<file path="config.mk">
export PLATFORM = sky130hd
export DESIGN_NAME = spi_engine
export DESIGN_NICKNAME = d
export VERILOG_FILES = /design/src/rtl/spi_engine.sv
export SDC_FILE = /design/constraint.sdc
export NUM_CORES = 1
export LEC_CHECK = 0
export CAP_MARGIN = 20
export CELL_PAD_IN_SITES_DETAIL_PLACEMENT = 0
export CELL_PAD_IN_SITES_GLOBAL_PLACEMENT = 1
export CORE_ASPECT_RATIO = 2
export CORE_MARGIN = 3
export CORE_UTILIZATION = 30
export DETAILED_ROUTE_END_ITERATION = 10
export GPL_TIMING_DRIVEN = 0
export PLACE_DENSITY = 0.66
export SLEW_MARGIN = 20
export SYNTH_ARGS = -nofsm -noshare
export SYNTH_HDL_FRONTEND = slang
export SYNTH_SLANG_ARGS = --single-unit
export TNS_END_PERCENT = 100
</file>
<file path="constraint.sdc">
create_clock -name clk -period 5.87 [get_ports clk]
set_input_delay 1.174 -clock clk [delete_from_list [all_inputs] [get_ports clk]]
set_output_delay 1.174 -clock clk [all_outputs]
set_load 0.03 [all_outputs]
</file>
<file path="src/rtl/spi_engine.sv">
// SPI mode-0 master that streams words between a TX FIFO and an RX FIFO.
// One transaction moves len words; op selects full-duplex read or write-only.
module spi_engine #(
    parameter int unsigned DATA    = 8,
    parameter int unsigned CLK_DIV = 4
) (
    input  logic            clk,
    input  logic            rst,
    input  logic [15:0]     len,
    input  logic            op,
    input  logic            work,
    output logic            busy,
    input  logic [DATA-1:0] tx_data,
    output logic            tx_rd,
    input  logic            tx_empty,
    output logic [DATA-1:0] rx_data,
    output logic            rx_wr,
    input  logic            rx_full,
    output logic            sclk,
    output logic            cs_n,
    output logic            mosi,
    input  logic            miso
);

    localparam int unsigned     BitW    = (DATA > 1) ? $clog2(DATA) : 1;
    localparam logic [7:0]      DivLast = 8'(CLK_DIV - 1);
    localparam logic [BitW-1:0] BitLast = BitW'(DATA - 1);

    typedef enum logic [2:0] {
        StIdle,
        StFetch,
        StLatch,
        StSetup,
        StShift,
        StStore,
        StHold
    } state_e;

    state_e            state_q, state_d;
    logic [15:0]       cnt_q, cnt_d;
    logic              op_q, op_d;
    logic [7:0]        div_q, div_d;
    logic [BitW-1:0]   bit_q, bit_d;
    logic [DATA-1:0]   tx_sr_q, tx_sr_d;
    logic [DATA-1:0]   rx_sr_q, rx_sr_d;
    logic [DATA-1:0]   rx_data_q, rx_data_d;
    logic              busy_q, busy_d;
    logic              tx_rd_q, tx_rd_d;
    logic              rx_wr_q, rx_wr_d;
    logic              sclk_q, sclk_d;
    logic              cs_n_q, cs_n_d;
    logic              mosi_q, mosi_d;
    logic              div_last;

    assign div_last = (div_q == DivLast);

    always_comb begin
        state_d   = state_q;
        cnt_d     = cnt_q;
        op_d      = op_q;
        div_d     = div_q;
        bit_d     = bit_q;
        tx_sr_d   = tx_sr_q;
        rx_sr_d   = rx_sr_q;
        rx_data_d = rx_data_q;
        busy_d    = busy_q;
        tx_rd_d   = 1'b0;
        rx_wr_d   = 1'b0;
        sclk_d    = sclk_q;
        cs_n_d    = cs_n_q;
        mosi_d    = mosi_q;

        unique case (state_q)
            StIdle: begin
                if (work && (len != 16'd0)) begin
                    cnt_d   = len;
                    op_d    = op;
                    busy_d  = 1'b1;
                    state_d = StFetch;
                end
            end

            StFetch: begin
                sclk_d = 1'b0;
                if (op_q) begin
                    if (!tx_empty) begin
                        tx_rd_d = 1'b1;
                        state_d = StLatch;
                    end
                end else if (!rx_full) begin
                    if (!tx_empty) begin
                        tx_rd_d = 1'b1;
                        state_d = StLatch;
                    end else begin
                        // TX underrun in duplex mode: clock out zeros so the read still happens
                        tx_sr_d = '0;
                        mosi_d  = 1'b0;
                        cs_n_d  = 1'b0;
                        div_d   = 8'd0;
                        state_d = StSetup;
                    end
                end
            end

            StLatch: begin
                // tx_data is only valid the cycle after the pop strobe
                if (!tx_rd_q) begin
                    tx_sr_d = tx_data;
                    mosi_d  = tx_data[DATA-1];
                    cs_n_d  = 1'b0;
                    div_d   = 8'd0;
                    state_d = StSetup;
                end
            end

            StSetup: begin
                if (div_last) begin
                    div_d   = 8'd0;
                    sclk_d  = 1'b1;
                    rx_sr_d = {rx_sr_q[DATA-2:0], miso};
                    bit_d   = '0;
                    state_d = StShift;
                end else begin
                    div_d = div_q + 8'd1;
                end
            end

            StShift: begin
                if (!div_last) begin
                    div_d = div_q + 8'd1;
                end else begin
                    div_d = 8'd0;
                    if (sclk_q) begin
                        sclk_d = 1'b0;
                        if (bit_q == BitLast) begin
                            state_d = StStore;
                        end else begin
                            bit_d   = bit_q + 1'b1;
                            tx_sr_d = {tx_sr_q[DATA-2:0], 1'b0};
                            mosi_d  = tx_sr_q[DATA-2];
                        end
                    end else begin
                        sclk_d  = 1'b1;
                        rx_sr_d = {rx_sr_q[DATA-2:0], miso};
                    end
                end
            end

            StStore: begin
                if (!op_q) begin
                    rx_data_d = rx_sr_q;
                    rx_wr_d   = 1'b1;
                end
                cnt_d   = cnt_q - 16'd1;
                div_d   = 8'd0;
                state_d = (cnt_q == 16'd1) ? StHold : StFetch;
            end

            StHold: begin
                if (div_last) begin
                    div_d   = 8'd0;
                    cs_n_d  = 1'b1;
                    busy_d  = 1'b0;
                    state_d = StIdle;
                end else begin
                    div_d = div_q + 8'd1;
                end
            end

            default: begin
                state_d = StIdle;
            end
        endcase
    end

    always_ff @(posedge clk or posedge rst) begin
        if (rst) begin
            state_q   <= StIdle;
            cnt_q     <= 16'd0;
            op_q      <= 1'b0;
            div_q     <= 8'd0;
            bit_q     <= '0;
            tx_sr_q   <= '0;
            rx_sr_q   <= '0;
            rx_data_q <= '0;
            busy_q    <= 1'b0;
            tx_rd_q   <= 1'b0;
            rx_wr_q   <= 1'b0;
            sclk_q    <= 1'b0;
            cs_n_q    <= 1'b1;
            mosi_q    <= 1'b0;
        end else begin
            state_q   <= state_d;
            cnt_q     <= cnt_d;
            op_q      <= op_d;
            div_q     <= div_d;
            bit_q     <= bit_d;
            tx_sr_q   <= tx_sr_d;
            rx_sr_q   <= rx_sr_d;
            rx_data_q <= rx_data_d;
            busy_q    <= busy_d;
            tx_rd_q   <= tx_rd_d;
            rx_wr_q   <= rx_wr_d;
            sclk_q    <= sclk_d;
            cs_n_q    <= cs_n_d;
            mosi_q    <= mosi_d;
        end
    end

    assign busy    = busy_q;
    assign tx_rd   = tx_rd_q;
    assign rx_wr   = rx_wr_q;
    assign rx_data = rx_data_q;
    assign sclk    = sclk_q;
    assign cs_n    = cs_n_q;
    assign mosi    = mosi_q;

endmodule

</file>
Yosys cells after proc, flatten, opt, wreduce, memory -nomap -nowiden
Cells that the tools add are included.

Register bits: 60. Bits in latches: 0. RAM bits: 0. Memory bits (read-only): 0. Output and inout port bits: 14. Word-level logic and storage cells: 120. Memories kept: 0.

Add/subtract/negate cells: 3. $mul: 0. Divide/modulo/power cells: 0. $lt $le $gt $ge: 0. Equal/unequal tests: 23. Shift-type cells: 0. Mux-type cells: 57. Bitwise logic cells: 1. Reductions and logical operators: 22.

Operators by type and width (number): 8-bit two-way mux (8); 3-bit two-way mux (14); 16-bit one-hot mux with 2 select lines (1); 8-bit one-hot mux with 4 select lines (1); 7-bit two-way mux (4); 2-bit inequality test (second input constant) (12); 3-bit one-hot mux with 7 select lines (1); 7-bit one-hot mux with 3 select lines (1); 1-bit two-way mux (20); 16-bit by 1-bit equality test with 1-bit output (second input constant) (1); 16-bit two-way mux (1); 8-bit one-hot mux with 2 select lines (1); 16-bit nonzero test (1); 16-bit by 1-bit subtractor with 16-bit output (second input constant) (1); 3-bit equality test (second input constant) (4); 5-bit AND reduction (2); 1-bit one-hot mux with 3 select lines (3); 9-bit AND reduction (1); 3-bit nonzero test (3); 8-bit by 1-bit adder with 8-bit output (second input constant) (1); 8-bit by 2-bit equality test with 1-bit output (second input constant) (1); 8-bit AND reduction (1); 3-bit by 2-bit equality test with 1-bit output (second input constant) (2); 3-bit inequality test (second input constant) (2); other kinds (14) (19).

Logic depth before layout (Yosys ltp)
Depth after elaboration: 5. Depth in mapped cells: 7. Depth with buffers taken out: 7.

Worst setup path after synthesis
OpenSTA, ideal clock, no wires.

Path type: in2reg. From: input port len[6]. To: register cnt_q[11]. Library setup time: 0.126 ns. Arrival: 2.753 ns. Data required time: 5.744 ns. Setup slack: 2.990 ns. Cell stages on the path: 6. Path through: or4_1 -> o41ai_2 -> nor4_1 -> clkbuf_1 -> a32oi_1 -> o21ai_1.

Cells in the longest elaborated chain, start to end: 4.

RTL lines: from (decl) (line 9) `input logic [15:0] len,`; 16-bit nonzero test (line 75) `if (work && (len != 16'd0)) begin`; 1-bit logical AND (line 75); 2-bit inequality test (no source line); 2-bit AND reduction (no source line); to (signal assigned) (line 194) `cnt_q <= cnt_d;`; to (decl) (line 40) `logic [15:0] cnt_q, cnt_d;`.

No other way between the ends. A chain may end at the register's enable or synchronous reset.

Worst setup path in the final report
From: input port len[3]. To: register cnt_q[11].

The elaborated chain is that of the path after synthesis.

==> impl_metrics.env <==
export IMPL_dieArea_sq_mm=0.01161
export IMPL_clock_skew_ns=0.006124
export IMPL_row_count=51
export IMPL_grt_max_degree=37
export IMPL_min_path_type="flip-flop to flip-flop"
export IMPL_antenna_left=0
export IMPL_rrSetupSlack_ns=3.36
export IMPL_synth_compound_area_share_pct=17.97
export IMPL_postCtsResizedCells=0
export IMPL_ctsHoldBuffers=0
export IMPL_syn_area_sq_mm=0.003084
export IMPL_maxSlewViolCount=0
export IMPL_synthAdderAreaFrac_pct=2.028
export IMPL_slew_headroom_pct=46.60
export IMPL_yosys_area_share_simple_pct=19.68
export IMPL_cts_root_buf="clkbuf_16"
export IMPL_fin_area_sq_mm=0.004014
export IMPL_cts_tree="built"
export IMPL_post_cts_buffers=0
export IMPL_layout_nets=403
export IMPL_power_density_mw_per_mm2=245.9
export IMPL_io_pins=45
export IMPL_post_route_period_util_pct=58.59
export IMPL_yosysUniqueCellTypes=53
export IMPL_syn_inst=311
export IMPL_grt_pass1_wl_um=13760
export IMPL_coreArea_sq_mm=0.009891
export IMPL_crit_fanout=10
export IMPL_hold_violations=0
export IMPL_place_hpwl_um=6143
export IMPL_setup_ws_ns=2.431
export IMPL_total_power_mw=0.9870
export IMPL_cts_max_level=3
export IMPL_yosys_warnings=0
export IMPL_drc_errors=0
export IMPL_crit_type="input port to flip-flop"
export IMPL_clk_pin_slew_ns=0.06
export IMPL_startpoint_type="input port"
export IMPL_io_buffers=44
export IMPL_drive_gt1_share_pct=9.946
export IMPL_die_w_um=77.70
export IMPL_firstDrtPassIters=4
export IMPL_grt_total_usage_pct=15.22
export IMPL_vdd_drop_max_mv=0.1841
export IMPL_clock_sinks=60
export IMPL_setup_violations=0
export IMPL_avgSynthCellArea_sq_um=9.917
export IMPL_finalSetupTns_ns=0
export IMPL_gp_congestion=0.8621
export IMPL_start_util_pct=31.18
export IMPL_synth_ff_type="dfrtp_1"
export IMPL_fillers=989
export IMPL_cap_violations=0
export IMPL_grt_pass1_vias=2725
export IMPL_syn_to_final_growth_pct=30.14
export IMPL_place_ws_ns=2.066
export IMPL_die_h_um=149.4
export IMPL_fmax_mhz=290.8
export IMPL_routed_wl_um=8158
export IMPL_wl_per_cell_um=16.19
export IMPL_endpoint_kind="flip-flop"
export IMPL_synth_seq_cells=60
export IMPL_outcome="finished clean"
export IMPL_cts_made_buffers=9
export IMPL_crit_arrival_ns=3.65
export IMPL_cp_required_ns=6.08
export IMPL_muxShareOfSynthArea_pct=7.262
export IMPL_synth_xor_area_share_pct=1.704
export IMPL_synth_top_family_by_area="simple AND/OR/NAND/NOR gates"
export IMPL_synth_seq_area_share_pct=48.72
export IMPL_synth_edff_count=0
export IMPL_clk_path_buf_depth=2
export IMPL_fin_crit_ns=3.439
export IMPL_dpl_cell_area_sq_mm=0.003719
export IMPL_clock_latency_ns=0.33
export IMPL_antenna_found_initial=0
export IMPL_overflow=0
export IMPL_via_count=2600
export IMPL_drtIter0Drc=106
export IMPL_tightest_slew_ns=0.7981
export IMPL_rsz0062_at_grt="no"
export IMPL_vias_per_cell=5.159
export IMPL_fin_util_pct=40.58
export IMPL_leakagePower_nw=1.589
export IMPL_diodes=0
export IMPL_syn_num_nets=347
export IMPL_synthArstFlopShare_pct=100.0
logic make-up after synthesis:
group	after synthesis
adder cells (fa/ha/maj)	5
buffers and inverters	21
AND/OR/NAND/NOR	112
multiplexers	20
flip-flops	60
AO/OA/AOI/OAI	87
XOR/XNOR	6
cell usage in the layout (no fill, tap or decap), types with 5 or more instances in the layout:
| cell | synthesis | routed |
|---|---|---|
| ha_1 | 5 | 5 |
| nand2_1 | 35 | 35 |
| a21oi_1 | 10 | 10 |
| clkbuf_16 | 0 | 9 |
| mux2_1 | 10 | 10 |
| mux2_2 | 9 | 9 |
| inv_1 | 7 | 6 |
| or4_1 | 5 | 5 |
| nor3_1 | 7 | 7 |
| o21ai_1 | 35 | 35 |
| o31ai_1 | 7 | 7 |
| clkbuf_1 | 12 | 14 |
| a22oi_1 | 7 | 7 |
| dfrtp_1 | 59 | 59 |
| clkdlybuf4s50_1 | 0 | 44 |
| nor2_1 | 16 | 16 |
| nand3_1 | 10 | 10 |
| or3_1 | 5 | 5 |
path summary, 6_finish.rpt:
path / start / end / cells past startpoint
max in group asynchronous: rst / cnt_q[4] / 3
max: len[3] / cnt_q[11] / 7
min: tx_sr_q[3] / tx_sr_q[3] / 2
max reg2reg: state_q[0] / rx_data[1] / 5
min reg2reg: tx_sr_q[3] / tx_sr_q[3] / 2
min in group asynchronous: rst / div_q[2] / 2
Yosys cell counts (all sizes together), types with 2 or more instances:
cell type,number,share of area [%]
dfrtp,59,48
o21ai,37,6.0
nand2,35,4.3
mux2,19,6.9
nor2,16,1.9
clkbuf,12,1.5
a21oi,10,1.6
nand3,10,1.6
a22oi,7,1.7
inv,7,0.85
nor3,7,1.1
o31ai,7,1.7
or3,7,1.7
or4,6,1.6
ha,5,2.0
nand2b,5,1.1
a31oi,4,0.81
and3,4,0.81
nor2b,4,0.81
nor3b,4,0.97
o211ai,4,0.97
o41ai,4,1.4
nor4,3,0.61
xnor2,3,0.85
xor2,3,0.85
a22o,2,0.57
a32oi,2,0.57
and3b,2,0.57
buf,2,0.32
o22a,2,0.57
o22ai,2,0.41
or2,2,0.41
where the power goes:
group | switching (mW) | total (mW) | internal (mW)
combinational | 0.0193 | 0.0439 | 0.0246
sequential | 0.00556 | 0.425 | 0.419
clock | 0.189 | 0.518 | 0.330
through the flow:
stage / instances / hold slack, ns
floorplan: 311 / 0.4430
global placement: 487 / 0.4551
detailed placement: 488 / 0.4786
CTS: 504 / 0.4913
global route: 504 / 0.5205
finish: 504 / 0.4887
sequential cells by signal, indices dropped and copies added, names as in the netlist:
name	cells
div_q	8
mosi	1
op_q	1
bit_q	3
cs_n	1
sclk	1
tx_sr_q	7
rx_data	8
tx_rd	1
busy	1
state_q	3
rx_wr	1
rx_sr_q	8
cnt_q	16
worst max-delay path: stages:
cell and delay (ns):
clkdlybuf4s50_1 0.41, or4_1 0.60, o41ai_2 0.65, nor4_2 0.21
clkbuf_1 0.30, a32oi_1 0.21, o21ai_1 0.09
per-layer routing:
layer	track usage, %	wire length, um
met1	16.13	3101
met2	27.23	4510
met3	3.869	276
met4	7.932	270
met5	0	0
cell type report:
type	count	area, sq um	area share [%]
multi-input cells	230	1506	37.53
repair buffers	45	460.4	11.47
inverters	7	28.78	0.7170
plain buffers	14	55.05	1.372
clock inverters	5	62.56	1.559
flip-flops and latches	60	1503	37.44
well taps	132	165.2	4.115
clock buffers	11	232.7	5.798
Power figures use the tool's default switching activity.
